`config.mk`:
```
export PLATFORM = sky130hd
export DESIGN_NAME = relu_seq_ctrl
export DESIGN_NICKNAME = d
export VERILOG_FILES = /design/src/rtl/relu_seq_ctrl.sv
export SDC_FILE = /design/constraint.sdc
export NUM_CORES = 1
export LEC_CHECK = 0
export ABC_AREA = 1
export BUFFER_PORTS_ARGS = -buffer_cell sky130_fd_sc_hd__clkbuf_2
export CORE_ASPECT_RATIO = 1.2
export CORE_UTILIZATION = 40
export DETAILED_ROUTE_END_ITERATION = 12
export GPL_TIMING_DRIVEN = 1
export PLACE_DENSITY = 0.71
export SLEW_MARGIN = 10
export SYNTH_ARGS = -nofsm -noshare
export SYNTH_HDL_FRONTEND = slang
export SYNTH_SLANG_ARGS = --single-unit
```
`constraint.sdc`:
```
create_clock -name clk -period 2.2 [get_ports clk]
set_input_delay 0.22 -clock clk [delete_from_list [all_inputs] [get_ports clk]]
set_output_delay 0.22 -clock clk [all_outputs]
set_load 0.02 [all_outputs]
```
`src/rtl/relu_seq_ctrl.sv`:
```
// relu_seq_ctrl: streams one feature map from an input buffer through ReLU into an output buffer
// start/busy/done: pass control and status; rd_en/rd_addr/rd_data: input buffer port, data one cycle after rd_en
// wr_en/wr_addr/wr_data/wr_ready: output buffer port, head of a 2-entry queue; neg_count: clipped elements this pass
module relu_seq_ctrl #(
  parameter int DATA_W = 16,
  parameter int NUM_ELEM = 36,
  parameter int ADDR_W = 6
) (
  input  logic              clk,
  input  logic              rst,
  input  logic              start,
  output logic              busy,
  output logic              done,
  output logic              rd_en,
  output logic [ADDR_W-1:0] rd_addr,
  input  logic [DATA_W-1:0] rd_data,
  output logic              wr_en,
  output logic [ADDR_W-1:0] wr_addr,
  output logic [DATA_W-1:0] wr_data,
  input  logic              wr_ready,
  output logic [ADDR_W:0]   neg_count
);
  typedef enum logic [1:0] {IDLE, RUN, DONE} state_t;
  localparam logic [ADDR_W:0] LAST = (ADDR_W+1)'(NUM_ELEM);
  localparam logic [ADDR_W:0] ONE = (ADDR_W+1)'(1);
  state_t state_q, state_d;
  logic [ADDR_W:0] rd_ptr_q, rd_ptr_d, wr_ptr_q, wr_ptr_d, neg_q, neg_d;
  logic [1:0] cnt_q, cnt_d, occ;
  logic infl_q, infl_d, pop, push, slot, neg_in;
  logic [ADDR_W-1:0] infl_addr_q, infl_addr_d;
  logic [1:0][ADDR_W-1:0] qa_q, qa_d;
  logic [1:0][DATA_W-1:0] qd_q, qd_d;
  logic [DATA_W-1:0] relu_in;
  // sign bit set means the two's-complement value is below zero
  assign neg_in = rd_data[DATA_W-1];
  assign relu_in = neg_in ? '0 : rd_data;
  // an empty queue lets the returning read act as head directly, saving a cycle of latency
  assign wr_en = cnt_q != 2'd0 || infl_q;
  assign wr_addr = cnt_q != 2'd0 ? qa_q[0] : infl_q ? infl_addr_q : '0;
  assign wr_data = cnt_q != 2'd0 ? qd_q[0] : infl_q ? relu_in : '0;
  assign pop = wr_en && wr_ready;
  assign occ = cnt_q + {1'b0, infl_q} - {1'b0, pop};
  assign rd_en = state_q == RUN && rd_ptr_q < LAST && occ < 2'd2;
  assign rd_addr = rd_ptr_q[ADDR_W-1:0];
  assign push = infl_q && !(pop && cnt_q == 2'd0);
  assign slot = cnt_q[0] ^ pop;
  assign busy = state_q != IDLE;
  assign done = state_q == DONE;
  assign neg_count = neg_q;
  always_comb begin
    state_d = state_q;
    rd_ptr_d = rd_en ? rd_ptr_q + ONE : rd_ptr_q;
    wr_ptr_d = pop ? wr_ptr_q + ONE : wr_ptr_q;
    neg_d = infl_q && neg_in ? neg_q + ONE : neg_q;
    cnt_d = occ;
    infl_d = rd_en;
    infl_addr_d = rd_en ? rd_addr : infl_addr_q;
    qa_d = pop ? {qa_q[1], qa_q[1]} : qa_q;
    qd_d = pop ? {qd_q[1], qd_q[1]} : qd_q;
    if (push) begin
      qa_d[slot] = infl_addr_q;
      qd_d[slot] = relu_in;
    end
    if (state_q == IDLE && start) begin
      state_d = RUN;
      rd_ptr_d = '0;
      wr_ptr_d = '0;
      neg_d = '0;
    end else if (state_q == RUN && wr_ptr_d == LAST) begin
      state_d = DONE;
    end else if (state_q == DONE) begin
      state_d = IDLE;
    end
  end
  always_ff @(posedge clk or posedge rst) begin
    if (rst) begin
      state_q <= IDLE;
      rd_ptr_q <= '0;
      wr_ptr_q <= '0;
      neg_q <= '0;
      cnt_q <= '0;
      infl_q <= 1'b0;
      infl_addr_q <= '0;
      qa_q <= '0;
      qd_q <= '0;
    end else begin
      state_q <= state_d;
      rd_ptr_q <= rd_ptr_d;
      wr_ptr_q <= wr_ptr_d;
      neg_q <= neg_d;
      cnt_q <= cnt_d;
      infl_q <= infl_d;
      infl_addr_q <= infl_addr_d;
      qa_q <= qa_d;
      qd_q <= qd_d;
    end
  end
  assert property (@(posedge clk) disable iff (rst) !(infl_q && cnt_q == 2'd2 && !pop) && cnt_q != 2'd3);
endmodule

```
==> results of run 1 <==
routing by layer:
metal | vias up | track usage, % | wire length [um]
li1 | 1648 | - | -
met1 | 1561 | 21.93 | 3752
met2 | 75 | 31.71 | 4238
met3 | 18 | 4.463 | 357
met4 | 0 | 7.370 | 167
met5 | - | 0 | 0
final timing paths:
kind,slack [ns],endpoint,depth (start not counted),start
max,-0.05,wr_data[14],6,cnt_q[0]
min,0.14,state_q[0],3,start
max reg2reg,0.25,state_q[0],11,cnt_q[0]
min reg2reg,0.49,register,2,register
max in group asynchronous,1.39,qd_q[7],4,rst
min in group asynchronous,0.48,neg_count[0],4,rst
cell usage after synthesis (all sizes together):
cell type  number  area share, %
o21ai          84             11
ha              4            1.3
nor3            6           0.91
clkbuf          3           0.29
inv            57            5.6
dfrtp          76             50
nand4           2           0.33
and2            1           0.23
and3            2           0.33
xnor2           1           0.23
a31oi           1           0.16
nor2           26            2.7
a211oi          1           0.20
nand2         142             15
xor2            5            1.1
nand3b          2           0.39
buf            25            3.9
o22ai          18            2.9
a21oi          11            1.8
nand3          13            1.8
metrics by stage:
stage               hold slack, ns  power, mW  utilization (%)  cell area (um2)
floorplan                   0.4051      4.531                -             3831
global placement            0.3245      5.195            45.77             4200
detailed placement          0.3292      5.307            45.77             4200
CTS                         0.1270      6.609            48.69             4468
global route                0.1537      7.124            48.85             4483
finish                      0.1417      6.593            48.85             4483
worst max-delay path, cell delays in order (launching register included):
cell and delay, ns:
dfrtp_1 0.41, nor2_4 0.14, buf_4 0.30, nand2_1 0.10
buf_4 0.23, o21ai_0 0.27, clkbuf_2 0.22
power groups by stage:
stage / clock network, mW / registers, mW / logic, mW
2_1_floorplan: 0 / 2.21 / 2.32
3_3_place_gp: 0 / 2.21 / 2.99
3_5_place_dp: 0 / 2.23 / 3.07
4_1_cts: 1.21 / 2.20 / 3.20
5_1_grt: 1.27 / 2.26 / 3.60
6_report: 1.18 / 2.21 / 3.21
cells by family after synthesis:
family,Yosys count,synth area share [%]
adders and majority gates,4,1.306
AOI/OAI and AO/OA,115,16.39
xor gates and xnor gates,6,1.372
buffers and inverters,85,9.732
DFF,76,49.64
and+or+nand+nor,194,21.55
layout make-up:
class	count	area, um2	share of cell area, %
clock buffers	12	145.1	3.238
clock inverters	4	72.57	1.619
inverters	57	214.0	4.773
multi-input cells	319	1578	35.19
flip-flops and latches	76	1903	42.45
well taps	120	150.1	3.349
repair buffers	72	420.4	9.378
repair_timing:
| action | CTS | global route |
|---|---|---|
| buffers inserted | 3 | 0 |
| pin swaps | 4 | 4 |
| hold buffers | 1 | 0 |
| resized for setup | 7 | 4 |
| endpoints found under the setup margin | 4 | 12 |
| endpoints found under the hold margin | 76 | 0 |
==> out/qor.csv, run 1 <==
metric,value,unit
status,"finished, violations left",
failing checks,negative setup slack,
Detailed Routing Iterations Pass 1,4,
Synth Area per Inst,7.982,um2
Final Hold Fails,0,
Pint,3.694,mW
H-tree depth,3,
Nets,559,
CTS buffer count,9,
maximum vdd drop,757.8,uV
GPL Wtd Cong,0.8266,
worst-case clock buffer depth,2,
fraction of final layout cells with drive strength greater than 1,20.19,%
HPWL Detailed,5.763,mm
worst path required time,1.98,ns
final setup TNS,-0.07221,ns
Rel. slew slack,63.54,%
Core Area,9176,um2
Lkg Pwr,2.200,nW
worst min path class,in2reg,
die width,91.34,um
Crit path arrival time,2.03,ns
Slew Limit Fails,0,
synth warn,0,
Tmin final,2.254,ns
RSZ-0062 raised after global routing,true,
post-placement setup slack,0.1736,ns
CTS Root Cell,clkbuf_8,
port bufs,58,
Seq pwr share,33.5,%
Starting DRT DRC Count,222,
NetSw,2.899,mW
vias in the first global route,3210,
Post-Syn Nets,504,
vias after detailed routing,3302,
most frequent cells in the layout,"nand2_1 (135), dfrtp_1 (75), clkbuf_2 (57), inv_1 (54), o21ai_1 (52)",
Overflow after GRT,0,
initial antenna violation count,0,
Synth-to-Final Area Change,17.02,%
Ant. Diodes,0,
number of routed nets with antenna violations,0,
die height,109.2,um
Worst setup SP type,register,
post-synthesis cell count,480,
crit path kind,reg2out,
Worst-path clk slew,0.07,ns
worst-skew pair later-pin latency,0.35,ns
Sink Count,76,
num rows,38,
PD cells,1471,nW/um2
Max Clock Skew,0.005685,ns
WL/cell,12.90,um
CP max FO,22,
CP Capture Type,primary output,
Final Setup Violations,2,
Post-Syn Area,3831,um2
final WL,8.516,mm
Max-Cap Viols,0,
post-synthesis register bit count,76,
Finished Layout Cells,660,
Cell variety after synth,34,
placed cells,640,
first-pass GRT wire length,14.35,mm
clock power share,17.8,%
I/O pins,59,
Global Route Usage Sum,18.29,%
sw frac,43.97,%
Via density,5.003,
"Seq/Total Area, Yosys",49.64,%
"commonest non-fill, non-tap cell in the layout",nand2_1,
Remaining DRCs,0,
CTS tree,done,
Final WS setup,-0.05421,ns
initial core utilization,41.75,%
Least-Margin Pin Slew,0.5464,ns
Comb power frac,48.7,%
crit share post-route,102.5,%
largest net degree at the start of global routing,77,
fillers,917,
Fmax,0.4436,GHz
DIE AREA,9975,um2
(Power assumes the default switching activity.)
==> run 2, diff against run 1 <==
--- a/config.mk
+++ b/config.mk
@@ -11,7 +11,7 @@
 export CORE_UTILIZATION = 40
 export DETAILED_ROUTE_END_ITERATION = 12
 export GPL_TIMING_DRIVEN = 1
-export PLACE_DENSITY = 0.71
+export PLACE_DENSITY = 0.69
 export SLEW_MARGIN = 10
 export SYNTH_ARGS = -nofsm -noshare
 export SYNTH_HDL_FRONTEND = slang
==> constraint.sdc (replaced) <==
create_clock -name clk -period 2.3 [get_ports clk]
set_input_delay 0.23 -clock clk [delete_from_list [all_inputs] [get_ports clk]]
set_output_delay 0.23 -clock clk [all_outputs]
set_load 0.02 [all_outputs]
==> out/qor.csv, run 2 (synthesis gave the netlist of run 1 again) <==
metric,value,unit
vias in the first global route,3154,
area taken by flip-flops and latches,1904,um2
met2 routed wirelength,4.112,mm
RSZ-0062 raised after global routing,true,
fraction of final layout cells with drive strength greater than 1,20.26,%
"commonest non-fill, non-tap cell in the layout",nand2_1,
initial core utilization,41.75,%
largest net degree at the start of global routing,47,
metal3 WL,388,um
CTS tree,done,
CTS buffer count,9,
Global Route Usage Sum,18.68,%
vias after detailed routing,3231,
Seq pwr share,34.9,%
WHS Path Cells,3,
depth of the worst register-to-register path,11,
Max Clock Skew,0.02000,ns
Overflow after GRT,0,
maximum vdd drop,586.8,uV
initial antenna violation count,0,
Core Area,9176,um2
WL/cell,12.89,um
Rel. slew slack,64.90,%
sw frac,45.79,%
Detailed Routing Iterations Pass 1,4,
Worst setup SP type,register,
worst path required time,2.07,ns
Crit path arrival time,1.99,ns
CP max FO,3,
Nets,557,
Sink Count,76,
CP Capture Type,primary output,
I/O pins,59,
DIE AREA,9975,um2
most frequent cells in the layout,"nand2_1 (135), dfrtp_1 (74), clkbuf_2 (57), inv_1 (54), o21ai_1 (52)",
clock power share,15.2,%
GPL Wtd Cong,0.7731,
Worst-path clk slew,0.09,ns
port bufs,58,
number of routed nets with antenna violations,0,
Final Instance Area,4442,um2
CTS Root Cell,clkbuf_8,
Multi-input gate area,1578,um2
Final Hold Fails,0,
worst-skew pair later-pin latency,0.36,ns
Synth-to-Final Area Change,15.94,%
Max-Cap Viols,0,
worst-case clock buffer depth,2,
Starting DRT DRC Count,173,
M1 WL,3.896,mm
Final Setup Violations,0,
Least-Margin Pin Slew,0.5257,ns
crit path kind,reg2out,
Slew Limit Fails,0,
Post-DP Area,4205,um2
crit share post-route,96.71,%
Tmin final,2.224,ns
final WL,8.484,mm
H-tree depth,3,
Fmax,0.4496,GHz
Via density,4.910,
Comb power frac,50.0,%
first-pass GRT wire length,14.75,mm
HPWL Detailed,5.592,mm
NetSw,2.783,mW
status,"finished, final reports clean",
num rows,38,
die height,109.2,um
Pint,3.295,mW
die width,91.34,um
Lkg Pwr,2.174,nW
DR top layer,met4,
worst min path class,in2reg,
PD cells,1368,nW/um2
Ant. Diodes,0,
Remaining DRCs,0,
final setup TNS,0,ns
fillers,877,
## run 2: power by group through the flow
stage	clock (mW)	sequential [mW]	combinational (mW)
global route	1.02	2.18	3.43
detailed placement	0	2.14	2.92
finish	0.921	2.12	3.04
floorplan	0	2.11	2.22
CTS	0.952	2.11	3.00
global placement	0	2.13	2.84
## run 2: worst paths after layout
| path | from | end | slack, ns |
|---|---|---|---|
| worst max-delay path | cnt_q[1] | rd_en | 0.08 |
| worst min-delay path | rd_data[8] | qd_q[8] | 0.15 |
| worst max register to register | cnt_q[1] | state_q[0] | 0.25 |
| worst min register to register | register | register | 0.49 |
| max in group asynchronous | rst | qa_q[2] | 1.22 |
| min in group asynchronous | rst | neg_count[1] | 0.45 |
## run 2: cell type report
type	count	area share, %
clock buffer	11	3.183
sequential	76	42.87
tap	120	3.380
multi-input combinational	319	35.52
inverter	57	4.873
timing repair buffer	70	9.324
clock inverter	5	0.8451
## run 2: what timing repair did
| action | 4_1_cts | 5_1_grt |
|---|---|---|
| endpoints found under the hold margin | 22 | 0 |
| resized for setup | 5 | 8 |
| buffers inserted | 1 | 2 |
| hold buffers | 1 | 0 |
| pin swaps | 0 | 4 |
| cloned | 0 | 0 |
| endpoints found under the setup margin | 1 | 4 |
## run 2: worst max-delay path, stage by stage, from the launching register on
cell and delay (ns):
dfrtp_2 0.45, nor2_4 0.14, a21oi_4 0.07, nand2_2 0.07, o21ai_2 0.05, ha_2 0.19
xor2_2 0.15, nand3b_1 0.18, and3_4 0.22, buf_6 0.13
## run 2: per-layer routing
layer | up-vias | global-route usage, %
met1 | 1501 | 23.64
met3 | 11 | 3.835
met4 | 0 | 6.349
met5 | - | 0
li1 | 1644 | -
met2 | 75 | 31.98
## run 2: stage by stage
| stage | hold WS (ns) | setup WS (ns) | util [%] | cells | total power [mW] |
|---|---|---|---|---|---|
| 3_3_place_gp | 0.2773 | 0.2831 | 45.83 | 639 | 4.969 |
| 6_report | 0.1499 | 0.07558 | 48.40 | 658 | 6.078 |
| 4_1_cts | 0.1369 | 0.007265 | 48.08 | 657 | 6.065 |
| 3_5_place_dp | 0.2801 | 0.2254 | 45.83 | 639 | 5.067 |
| 5_1_grt | 0.1517 | -0.03203 | 48.40 | 658 | 6.627 |
| 2_1_floorplan | 0.4151 | 0.1317 | - | 480 | 4.334 |
